File: src/rtl/ifetch_unit.sv
// Instruction fetch unit: takes a PC, issues one instruction-memory read, and holds the
// returned word for decode. Misaligned PCs bypass memory and deliver a faulting bubble.
module ifetch_unit #(
    parameter int unsigned AW = 32
) (
    input  logic          clk,
    input  logic          reset,
    input  logic [AW-1:0] pc_in,
    input  logic          pc_valid,
    output logic          pc_ready,
    output logic [AW-1:0] mem_req_addr,
    output logic          mem_req_valid,
    input  logic          mem_req_ready,
    input  logic [31:0]   mem_rsp_data,
    input  logic          mem_rsp_valid,
    output logic [31:0]   instr_out,
    output logic [AW-1:0] instr_pc,
    output logic          instr_fault,
    output logic          instr_valid,
    input  logic          instr_ready,
    input  logic          flush,
    output logic [31:0]   fetch_count
);

    typedef enum logic [2:0] {StIdle, StReq, StWait, StHold, StDrain} state_e;

    state_e        state_q, state_d;
    logic [AW-1:0] pc_q, pc_d;
    logic [31:0]   instr_q, instr_d;
    logic          fault_q, fault_d;
    logic [31:0]   fetch_count_q, fetch_count_d;
    logic          pc_accept;

    assign pc_ready      = !flush && ((state_q == StIdle) || ((state_q == StHold) && instr_ready));
    assign pc_accept     = pc_valid && pc_ready;
    assign mem_req_valid = (state_q == StReq);
    assign mem_req_addr  = pc_q;
    assign instr_valid   = (state_q == StHold);
    assign instr_out     = instr_q;
    assign instr_pc      = pc_q;
    assign instr_fault   = fault_q;
    assign fetch_count   = fetch_count_q;

    always_comb begin
        state_d       = state_q;
        pc_d          = pc_q;
        instr_d       = instr_q;
        fault_d       = fault_q;
        fetch_count_d = fetch_count_q;

        unique case (state_q)
            StIdle: begin
                state_d = StIdle;
            end
            StReq: begin
                if (flush) begin
                    // A request already handshaken still owes us a response to swallow.
                    state_d = mem_req_ready ? StDrain : StIdle;
                end else if (mem_req_ready) begin
                    state_d = StWait;
                end
            end
            StWait: begin
                if (flush) begin
                    state_d = mem_rsp_valid ? StIdle : StDrain;
                end else if (mem_rsp_valid) begin
                    instr_d = mem_rsp_data;
                    state_d = StHold;
                end
            end
            StHold: begin
                if (flush) begin
                    state_d = StIdle;
                end else if (instr_ready) begin
                    fetch_count_d = fetch_count_q + 32'd1;
                    state_d       = StIdle;
                end
            end
            StDrain: begin
                if (mem_rsp_valid) begin
                    state_d = StIdle;
                end
            end
            default: begin
                state_d = StIdle;
            end
        endcase

        // pc_ready already excludes flush and busy states, so accept overrides the above.
        if (pc_accept) begin
            pc_d = pc_in;
            if (pc_in[1:0] != 2'b00) begin
                fault_d = 1'b1;
                instr_d = 32'd0;
                state_d = StHold;
            end else begin
                fault_d = 1'b0;
                state_d = StReq;
            end
        end
    end

    always_ff @(posedge clk) begin
        if (!reset) begin
            state_q       <= StIdle;
            pc_q          <= '0;
            instr_q       <= 32'd0;
            fault_q       <= 1'b0;
            fetch_count_q <= 32'd0;
        end else begin
            state_q       <= state_d;
            pc_q          <= pc_d;
            instr_q       <= instr_d;
            fault_q       <= fault_d;
            fetch_count_q <= fetch_count_d;
        end
    end

endmodule

File: config.mk
export PLATFORM = sky130hd
export DESIGN_NAME = ifetch_unit
export DESIGN_NICKNAME = d
export VERILOG_FILES = /design/src/rtl/ifetch_unit.sv
export SDC_FILE = /design/constraint.sdc
export NUM_CORES = 1
export LEC_CHECK = 0
export BUFFER_PORTS_ARGS = -buffer_cell sky130_fd_sc_hd__buf_2
export CORE_UTILIZATION = 35
export CTS_CLUSTER_SIZE = 40
export DETAILED_ROUTE_END_ITERATION = 7
export SYNTH_ARGS = -nofsm -noshare
export SYNTH_HDL_FRONTEND = slang
export SYNTH_SLANG_ARGS = --single-unit
File: constraint.sdc
create_clock -name clk -period 2.8 [get_ports clk]
set_input_delay 0.14 -clock clk [delete_from_list [all_inputs] [get_ports clk]]
set_output_delay 0.14 -clock clk [all_outputs]
set_load 0.005 [all_outputs]
==> results of run 1 <==
[sequential cells by signal, indices dropped and copies added, names as in the netlist]
register	cells
fetch_count	32
instr_fault	1
instr_out	32
instr_pc	32
state_q	3
[Yosys cell counts, drive strengths merged (2+ instances only)]
| cell | instances |
|---|---|
| or3 | 6 |
| nor3b | 4 |
| buf | 37 |
| nor4 | 7 |
| mux2i | 38 |
| xnor2 | 4 |
| nand2b | 8 |
| nor3 | 2 |
| nand4 | 7 |
| xor2 | 2 |
| and3 | 5 |
| and4 | 6 |
| clkbuf | 27 |
| o21a | 3 |
| o31ai | 12 |
| or4 | 13 |
| a21oi | 52 |
| nor2 | 44 |
| inv | 6 |
| dfxtp | 100 |
| o21ai | 9 |
| nand3 | 15 |
| nand2 | 83 |
[cells by family (layout without fill, tap and decap cells)]
family / after synthesis / count (layout)
and+or+nand+nor: 206 / 206
AOI/OAI and AO/OA: 82 / 82
muxes: 39 / 39
DFF: 100 / 100
adders and majority gates: 1 / 1
xor gates and xnor gates: 6 / 6
buffers and inverters: 70 / 228
[layout make-up]
class                      instances  area share
timing repair buffer             207      0.1933
inverter                           6    0.004103
tap                              147     0.03351
sequential                       100      0.3647
clock buffer                      11     0.04422
clock inverter                     4    0.009118
multi-input combinational        334      0.3510
[per-layer routing]
metal  part of all wire  track usage  up-vias  wire length, um
li1                   -            -     2012                -
met4              0.017      0.06842        0              180
met3              0.072      0.04874       12              765
met5                  0            0        -                0
met2               0.46       0.2798      127             4908
met1               0.45       0.2008     1851             4730
[how the worst max path moves through the flow]
stage / from / depth (start not counted) / to
2_1_floorplan: state_q[2] / 7 / fetch_count[24]
3_3_place_gp: state_q[0] / 4 / fetch_count[20]
3_5_place_dp: state_q[0] / 4 / fetch_count[24]
4_1_cts: state_q[0] / 4 / fetch_count[18]
5_1_grt: state_q[0] / 4 / fetch_count[26]
6_report: state_q[0] / 4 / fetch_count[18]
[power groups by stage]
stage	logic [uW]	registers [uW]	clock network, uW
after floorplan	180	1520	0
after global placement	279	1520	0
after detailed placement	282	1520	0
after CTS	283	1490	1270
after global routing	313	1500	1330
final	278	1490	1230
[through the flow]
stage | area (um^2) | total power, uW | std cells | hold slack (ps) | util
2_1_floorplan | 4327 | 1700 | 504 | 249.7 | -
3_3_place_gp | 5196 | 1799 | 794 | 372.0 | 0.4326
3_5_place_dp | 5196 | 1806 | 794 | 377.2 | 0.4326
4_1_cts | 5489 | 3041 | 809 | 14.63 | 0.4570
5_1_grt | 5489 | 3141 | 809 | 28.85 | 0.4570
6_report | 5489 | 2996 | 809 | 31.11 | 0.4570
[worst max-delay path: cells and delay by family (launching register included)]
kind / cells / cell delay [ps]
compound gates: 1 / 150
simple gates: 3 / 1700
flops: 1 / 480
[cell usage in the layout (no fill, tap or decap), drive strengths merged, types with 2 or more instances in the layout]
cell type | netlist | final
xor2 | 2 | 2
and4 | 6 | 6
buf | 37 | 207
and3 | 5 | 5
or4 | 13 | 13
inv | 6 | 6
mux2i | 38 | 38
nand4 | 7 | 7
nand2b | 8 | 8
o21ai | 9 | 9
nor2 | 44 | 44
nor3 | 2 | 2
dfxtp | 100 | 100
clkbuf | 27 | 11
clkinvlp | 0 | 2
a21oi | 52 | 52
o31ai | 12 | 12
nand2 | 83 | 83
or3 | 6 | 6
nor3b | 4 | 4
nor4 | 7 | 7
o21a | 3 | 3
xnor2 | 4 | 4
nand3 | 15 | 15
==> results.sh, run 1 <==
export IMPL_post_cts_setup_buffers=0
export IMPL_n_fill_cell=1236
export IMPL_clock_fmax_ghz=0.4151
export IMPL_finalCritPeriodShare=0.8604
export IMPL_r2r_worst_path_cells=4
export IMPL_p_clk_frac=0.410
export IMPL_min_path_type="in -> reg"
export IMPL_synth_xor_area_frac=0.01215
export IMPL_grt_pass1_wl_um=17310
export IMPL_finalMaxSlewViolations=0
export IMPL_die_h_um=113.2
export IMPL_timing_rr_start="state_q[0]"
export IMPL_slew_headroom=0.3316
export IMPL_seq_area_frac_synth=0.4627
export IMPL_root_buffer="clkbuf_16"
export IMPL_worstPathMaxFanout=22
export IMPL_wirelength_um=10580
export IMPL_seqCellArea_mm2=0.002002
export IMPL_worstSkewPairLatency_ps=340
export IMPL_internal_power_uw=2311
export IMPL_finClkSkew_ps=7.844
export IMPL_die_area_mm2=0.01281
export IMPL_power_density_mw_per_mm2=545.9
export IMPL_timing_worst_setup_path_type="reg -> reg"
export IMPL_synth_top_area_share=0.4627
export IMPL_place_gp_congestion=0.7841
export IMPL_syn_nets=576
export IMPL_drc=0
export IMPL_rr_endpoint="fetch_count[18]"
export IMPL_synth_ff_type="dfxtp_1"
export IMPL_cts_tree="built"
export IMPL_wl_per_cell_um=13.08
export IMPL_grt_ovfl_total=0
export IMPL_start_util=0.3602
export IMPL_arrival_ps=2670
export IMPL_synth_fa_ha_area_frac=0.002892
export IMPL_grt_max_degree=59
export IMPL_rows=40
export IMPL_required_ps=3060
export IMPL_htree_num_levels=3
export IMPL_synth_area_top_cells="dfxtp_1, mux2i_1, nand2_1"
export IMPL_via_per_inst=4.947
export IMPL_synth_area_mm2=0.004327
export IMPL_max_cap_violations=0
export IMPL_path_clk_slew_ps=70
export IMPL_post_synth_top_area_cell="dfxtp_1"
export IMPL_coreArea_mm2=0.01201
export IMPL_final_nets=730
export IMPL_syn_avg_cell_area_um2=8.585
export IMPL_finalSetupViolCount=0
export IMPL_antenna_cells=0
export IMPL_cp_end_kind="register"
export IMPL_slowest_delay_ps=690
export IMPL_crit_chain="or3b_1 -> or4_4 -> or4_1 -> a21oi_1"
export IMPL_p_seq_frac=0.498
export IMPL_hold_end="instr_out[12]"
export IMPL_pre_cts_slack_ps=388.5
export IMPL_drive_above_1_share=0.3444
export IMPL_via_count=4002
export IMPL_grt_antenna_before_repair=0
export IMPL_cp_start_kind="register"
export IMPL_dr_pass1_iters=4
export IMPL_pwr_share_comb=0.093
export IMPL_ys_ff_latch=100
export IMPL_first_global_vias=3734
export IMPL_cts_sinks=100
export IMPL_layout_setup_ws_ps=390.8
export IMPL_reg2reg_setup_slack_ps=390
export IMPL_crit_slowest_cell="or4_4"
export IMPL_finalHoldViolations=0
export IMPL_rsz0062_at_grt="false"
export IMPL_clk_path_buf_depth=2
export IMPL_hold_buffers=0
export IMPL_p_sw_uw=685.7
export IMPL_synthMuxAreaShare=0.09051
export IMPL_cts_buffers_inserted=9
export IMPL_drt_iter0_drc=124
export IMPL_yosys_cell_types_count=41
export IMPL_period_minus_slack_ps=2409
export IMPL_peakVddDrop_v=0.0002334
export IMPL_dp_hpwl_um=7486
export IMPL_area_growth_pct=26.87
export IMPL_postRouteAntennaNets=0
export IMPL_setup_tns_ps=0
export IMPL_yosysWarnings=0
export IMPL_synth_top_family_by_area="simple AND/OR/NAND/NOR gates"
export IMPL_track_usage=0.1672
export IMPL_synth_edff_count=0
export IMPL_ys_async_sr_fraction=0
export IMPL_multi_input_area_mm2=0.001927
export IMPL_worstMarginPinSlew_ps=1001
export IMPL_hold_start="mem_rsp_data[12]"
export IMPL_swShare=0.2289
export IMPL_p_leak_uw=0.002605
export IMPL_yosys_area_share_simple=0.2308
export IMPL_holdPathStages=3
export IMPL_cts_resized=0
export IMPL_synth_compound_area_frac=0.1076
export IMPL_syn_inst=504
export IMPL_outcome="finished clean"
export IMPL_io_buffers=202
export IMPL_die_w_um=113.2
export IMPL_top_level_ports=203
(Power assumes the default switching activity.)
==> inputs of run 2 (changes only) <==
Settings changed: CELL_PAD_IN_SITES_DETAIL_PLACEMENT set to 0, CELL_PAD_IN_SITES_GLOBAL_PLACEMENT set to 1, CORE_UTILIZATION 35 to 33, PLACE_DENSITY_LB_ADDON set to 0.1.
==> results.sh, run 2 (synthesized netlist as in run 1, its figures left out) <==
export IMPL_io_buffers=202
export IMPL_crit_chain="or3b_1 -> or4_4 -> or4_1 -> a21oi_1"
export IMPL_cts_tree="built"
export IMPL_setup_tns_ps=0
export IMPL_power_density_mw_per_mm2=554.3
export IMPL_track_usage=0.1651
export IMPL_n_fill_cell=1376
export IMPL_min_path_type="in -> reg"
export IMPL_cts_resized=0
export IMPL_wl_per_cell_um=13.07
export IMPL_first_global_vias=3572
export IMPL_clock_fmax_ghz=0.4193
export IMPL_required_ps=3080
export IMPL_path_clk_slew_ps=60
export IMPL_final_cell_mix="buf_2, dfxtp_1, nand2_1"
export IMPL_slowest_delay_ps=690
export IMPL_worstSkewPairLatency_ps=350
export IMPL_drc=0
export IMPL_p_leak_uw=0.002626
export IMPL_cp_end_kind="register"
export IMPL_slew_headroom=0.5814
export IMPL_p_sw_uw=680.9
export IMPL_worst_hold_slack_ps=25.67
export IMPL_place_area_mm2=0.005238
export IMPL_place_gp_congestion=0.7334
export IMPL_die_w_um=116.5
export IMPL_wirelength_um=10950
export IMPL_die_h_um=116.5
export IMPL_dpl_cell_count=822
export IMPL_cp_start_kind="register"
export IMPL_grt_ovfl_total=0
export IMPL_finalMaxSlewViolations=0
export IMPL_root_buffer="clkbuf_16"
export IMPL_dr_pass1_iters=4
export IMPL_post_cts_setup_buffers=0
export IMPL_area_growth_pct=28.43
export IMPL_pwr_share_comb=0.091
export IMPL_outcome="finished clean"
export IMPL_die_area_mm2=0.01357
export IMPL_swShare=0.2211
export IMPL_multi_input_area_mm2=0.001927
export IMPL_coreArea_mm2=0.01272
export IMPL_internal_power_uw=2399
export IMPL_timing_worst_setup_path_type="reg -> reg"
export IMPL_hold_buffers=1
export IMPL_cts_buffers_inserted=9
export IMPL_via_count=3946
export IMPL_period_minus_slack_ps=2385
export IMPL_htree_num_levels=3
export IMPL_finalSetupViolCount=0
export IMPL_postRouteAntennaNets=0
export IMPL_worstPathMaxFanout=22
export IMPL_final_area_mm2=0.005557
export IMPL_grt_antenna_before_repair=1
export IMPL_layout_cells_non_filler=838
export IMPL_rsz0062_at_grt="false"
export IMPL_clk_path_buf_depth=2
export IMPL_crit_slowest_cell="or4_4"
export IMPL_finClkSkew_ps=7.512
export IMPL_via_per_inst=4.709
export IMPL_layout_setup_ws_ps=415.3
export IMPL_crit_family="simple AND/OR/NAND/NOR gates"
export IMPL_top_level_ports=203
export IMPL_critPathBufInv=0
export IMPL_final_nets=734
export IMPL_worstMarginPinSlew_ps=627.9
export IMPL_start_util=0.3401
export IMPL_pre_cts_slack_ps=414.5
export IMPL_finalHoldViolations=0
export IMPL_final_common_cell="buf_2"
export IMPL_max_cap_violations=0
export IMPL_drt_iter0_drc=180
export IMPL_drive_above_1_share=0.3429
export IMPL_p_clk_frac=0.425
export IMPL_seqCellArea_mm2=0.002002
export IMPL_cts_sinks=100
export IMPL_finalCritPeriodShare=0.8517
export IMPL_arrival_ps=2660
export IMPL_grt_pass1_wl_um=17290
export IMPL_p_seq_frac=0.484
export IMPL_peakVddDrop_v=0.0003920
export IMPL_rows=41
export IMPL_grt_max_degree=36
export IMPL_dp_hpwl_um=7791
## run 2: layout make-up
type / count / area share
sequential: 100 / 0.3603
multi-input combinational: 334 / 0.3468
timing repair buffer: 211 / 0.1946
clock buffer: 12 / 0.04436
tap: 172 / 0.03873
clock inverter: 2 / 0.01081
inverter: 6 / 0.004053
antenna: 1 / 0.0004503
## run 2: layer usage
metal / track usage / share of wire / up-vias
met1: 0.1986 / 0.44 / 1792
li1: - / - / 2015
met3: 0.07888 / 0.091 / 5
met5: 0 / 0 / -
met4: 0.04615 / 0.0089 / 0
met2: 0.2619 / 0.46 / 134
## run 2: final timing paths
path	slack (ps)	startpoint	endpoint	cells after the start
worst max-delay path	420	state_q[0]	fetch_count[22]	4
worst min-delay path	30	pc_in[26]	instr_pc[26]	3
worst max register to register	420	state_q[0]	fetch_count[22]	4
worst min register to register	450	instr_out[1]	instr_out[1]	2
## run 2: per-stage QoR
step           power, uW  utilization
2_1_floorplan       1700            -
3_3_place_gp        1803       0.4117
3_5_place_dp        1808       0.4117
4_1_cts             3140       0.4366
5_1_grt             3230       0.4366
6_report            3080       0.4368
## run 2: worst min-delay path, cell delays in order
cell     delay (ps)
buf_2            70
mux2i_1          50
nor2_1           70
## run 2: power by group through the flow
stage          Sequential [uW]  Clock [uW]  Combinational (uW)
2_1_floorplan             1520           0                 180
3_3_place_gp              1520           0                 281
3_5_place_dp              1520           0                 283
4_1_cts                   1490        1360                 285
5_1_grt                   1500        1410                 317
6_report                  1490        1310                 280
==> inputs of run 3 (changes only) <==
Settings changed: HOLD_SLACK_MARGIN set to 0.1, SLEW_MARGIN set to 20.
==> results.sh, run 3 (synthesized netlist as in run 1, its figures left out) <==
export IMPL_outcome="finished clean"
export IMPL_drc=0
export IMPL_die_area_mm2=0.01357
export IMPL_finalHoldViolations=0
export IMPL_grt_pass1_wl_um=18500
export IMPL_path_clk_slew_ps=60
export IMPL_area_growth_pct=43.23
export IMPL_start_util=0.3401
export IMPL_finalCritPeriodShare=0.8517
export IMPL_root_buffer="clkbuf_16"
export IMPL_via_per_inst=4.665
export IMPL_grt_ovfl_total=0
export IMPL_cp_end_kind="register"
export IMPL_place_gp_congestion=0.7334
export IMPL_final_common_cell="buf_2"
export IMPL_p_leak_uw=0.002893
export IMPL_fin_util=0.4871
export IMPL_rsz0062_at_grt="false"
export IMPL_grt_antenna_before_repair=1
export IMPL_coreArea_mm2=0.01272
export IMPL_cts_resized=0
export IMPL_setup_tns_ps=0
export IMPL_dr_pass1_iters=4
export IMPL_worstSkewPairLatency_ps=350
export IMPL_die_w_um=116.5
export IMPL_min_path_type="in -> reg"
export IMPL_final_nets=798
export IMPL_rows=41
export IMPL_cts_sinks=100
export IMPL_track_usage=0.1750
export IMPL_dp_hpwl_um=7791
export IMPL_first_global_vias=3947
export IMPL_worst_hold_slack_ps=155.3
export IMPL_power_density_mw_per_mm2=509.1
export IMPL_wl_per_cell_um=13.03
export IMPL_period_minus_slack_ps=2385
export IMPL_grt_max_degree=36
export IMPL_required_ps=3080
export IMPL_final_cell_mix="buf_2, dfxtp_1, nand2_1"
export IMPL_cts_buffers_inserted=9
export IMPL_arrival_ps=2660
export IMPL_layout_cells_non_filler=902
export IMPL_top_level_ports=203
export IMPL_cts_tree="built"
export IMPL_max_cap_violations=0
export IMPL_finClkSkew_ps=8.266
export IMPL_clk_path_buf_depth=2
export IMPL_worstMarginPinSlew_ps=616.7
export IMPL_htree_num_levels=3
export IMPL_io_buffers=202
export IMPL_finalMaxSlewViolations=0
export IMPL_drt_iter0_drc=174
export IMPL_postRouteAntennaNets=0
export IMPL_peakVddDrop_v=0.0004075
export IMPL_finalSetupViolCount=0
export IMPL_via_count=4208
export IMPL_clock_fmax_ghz=0.4193
export IMPL_timing_worst_setup_path_type="reg -> reg"
export IMPL_worstPathMaxFanout=22
export IMPL_die_h_um=116.5
export IMPL_cp_start_kind="register"
export IMPL_dpl_cell_count=822
export IMPL_wirelength_um=11750
export IMPL_drive_above_1_share=0.3128
export IMPL_power_uw=3155
export IMPL_slew_headroom=0.5889
[run 3: cell count changes in the layout (fill, tap and decap cells not counted)]
cell and delta:
dlygate4sd3_1 +64
[run 3: path summary, 6_finish.rpt]
kind	start	end	slack [ps]	depth (start not counted)
setup reg to reg	state_q[0]	fetch_count[22]	420	4
hold / removal	mem_req_ready	state_q[0]	160	4
hold reg to reg	instr_out[1]	instr_out[1]	450	2
setup / recovery	state_q[0]	fetch_count[22]	420	4
[run 3: routing by layer]
layer,track usage,part of all wire,vias to the layer above
met4,0.04615,0.0067,0
met3,0.07473,0.080,4
met5,0,0,-
met1,0.2034,0.43,1929
li1,-,-,2145
met2,0.2943,0.48,130
[run 3: area by class of cell]
class | count | area, um^2
multi-input combinational | 334 | 1927
antenna | 1 | 2.502
sequential | 100 | 2002
clock inverter | 2 | 60.06
inverter | 6 | 22.52
tap | 172 | 215.2
clock buffer | 12 | 246.5
timing repair buffer | 275 | 1722
fill | 1303 | 6525
[run 3: where the power goes]
part	total, uW	internal, uW	switching [uW]
Clock	1310	798	513
Sequential	1490	1460	30.6
Combinational	352	198	154
Total	3160	2460	698
[run 3: what timing repair did]
action | 4_1_cts | 5_1_grt
setup buffers | 0 | 0
hold buffers | 65 | 0
endpoints found under the hold margin | 65 | 0
endpoints found under the setup margin | 0 | 0
[run 3: worst max-delay path: stages, from the launching register on]
cell	delay (ps)
dfxtp_1	470
or3b_1	510
or4_4	690
or4_1	500
a21oi_1	150
[run 3: through the flow]
stage	area, um^2	worst slack [ps]
after floorplan	4327	576.2
after global placement	5238	485.9
after detailed placement	5238	414.5
after CTS	6195	408.9
after global routing	6195	257.4
final	6197	415.2
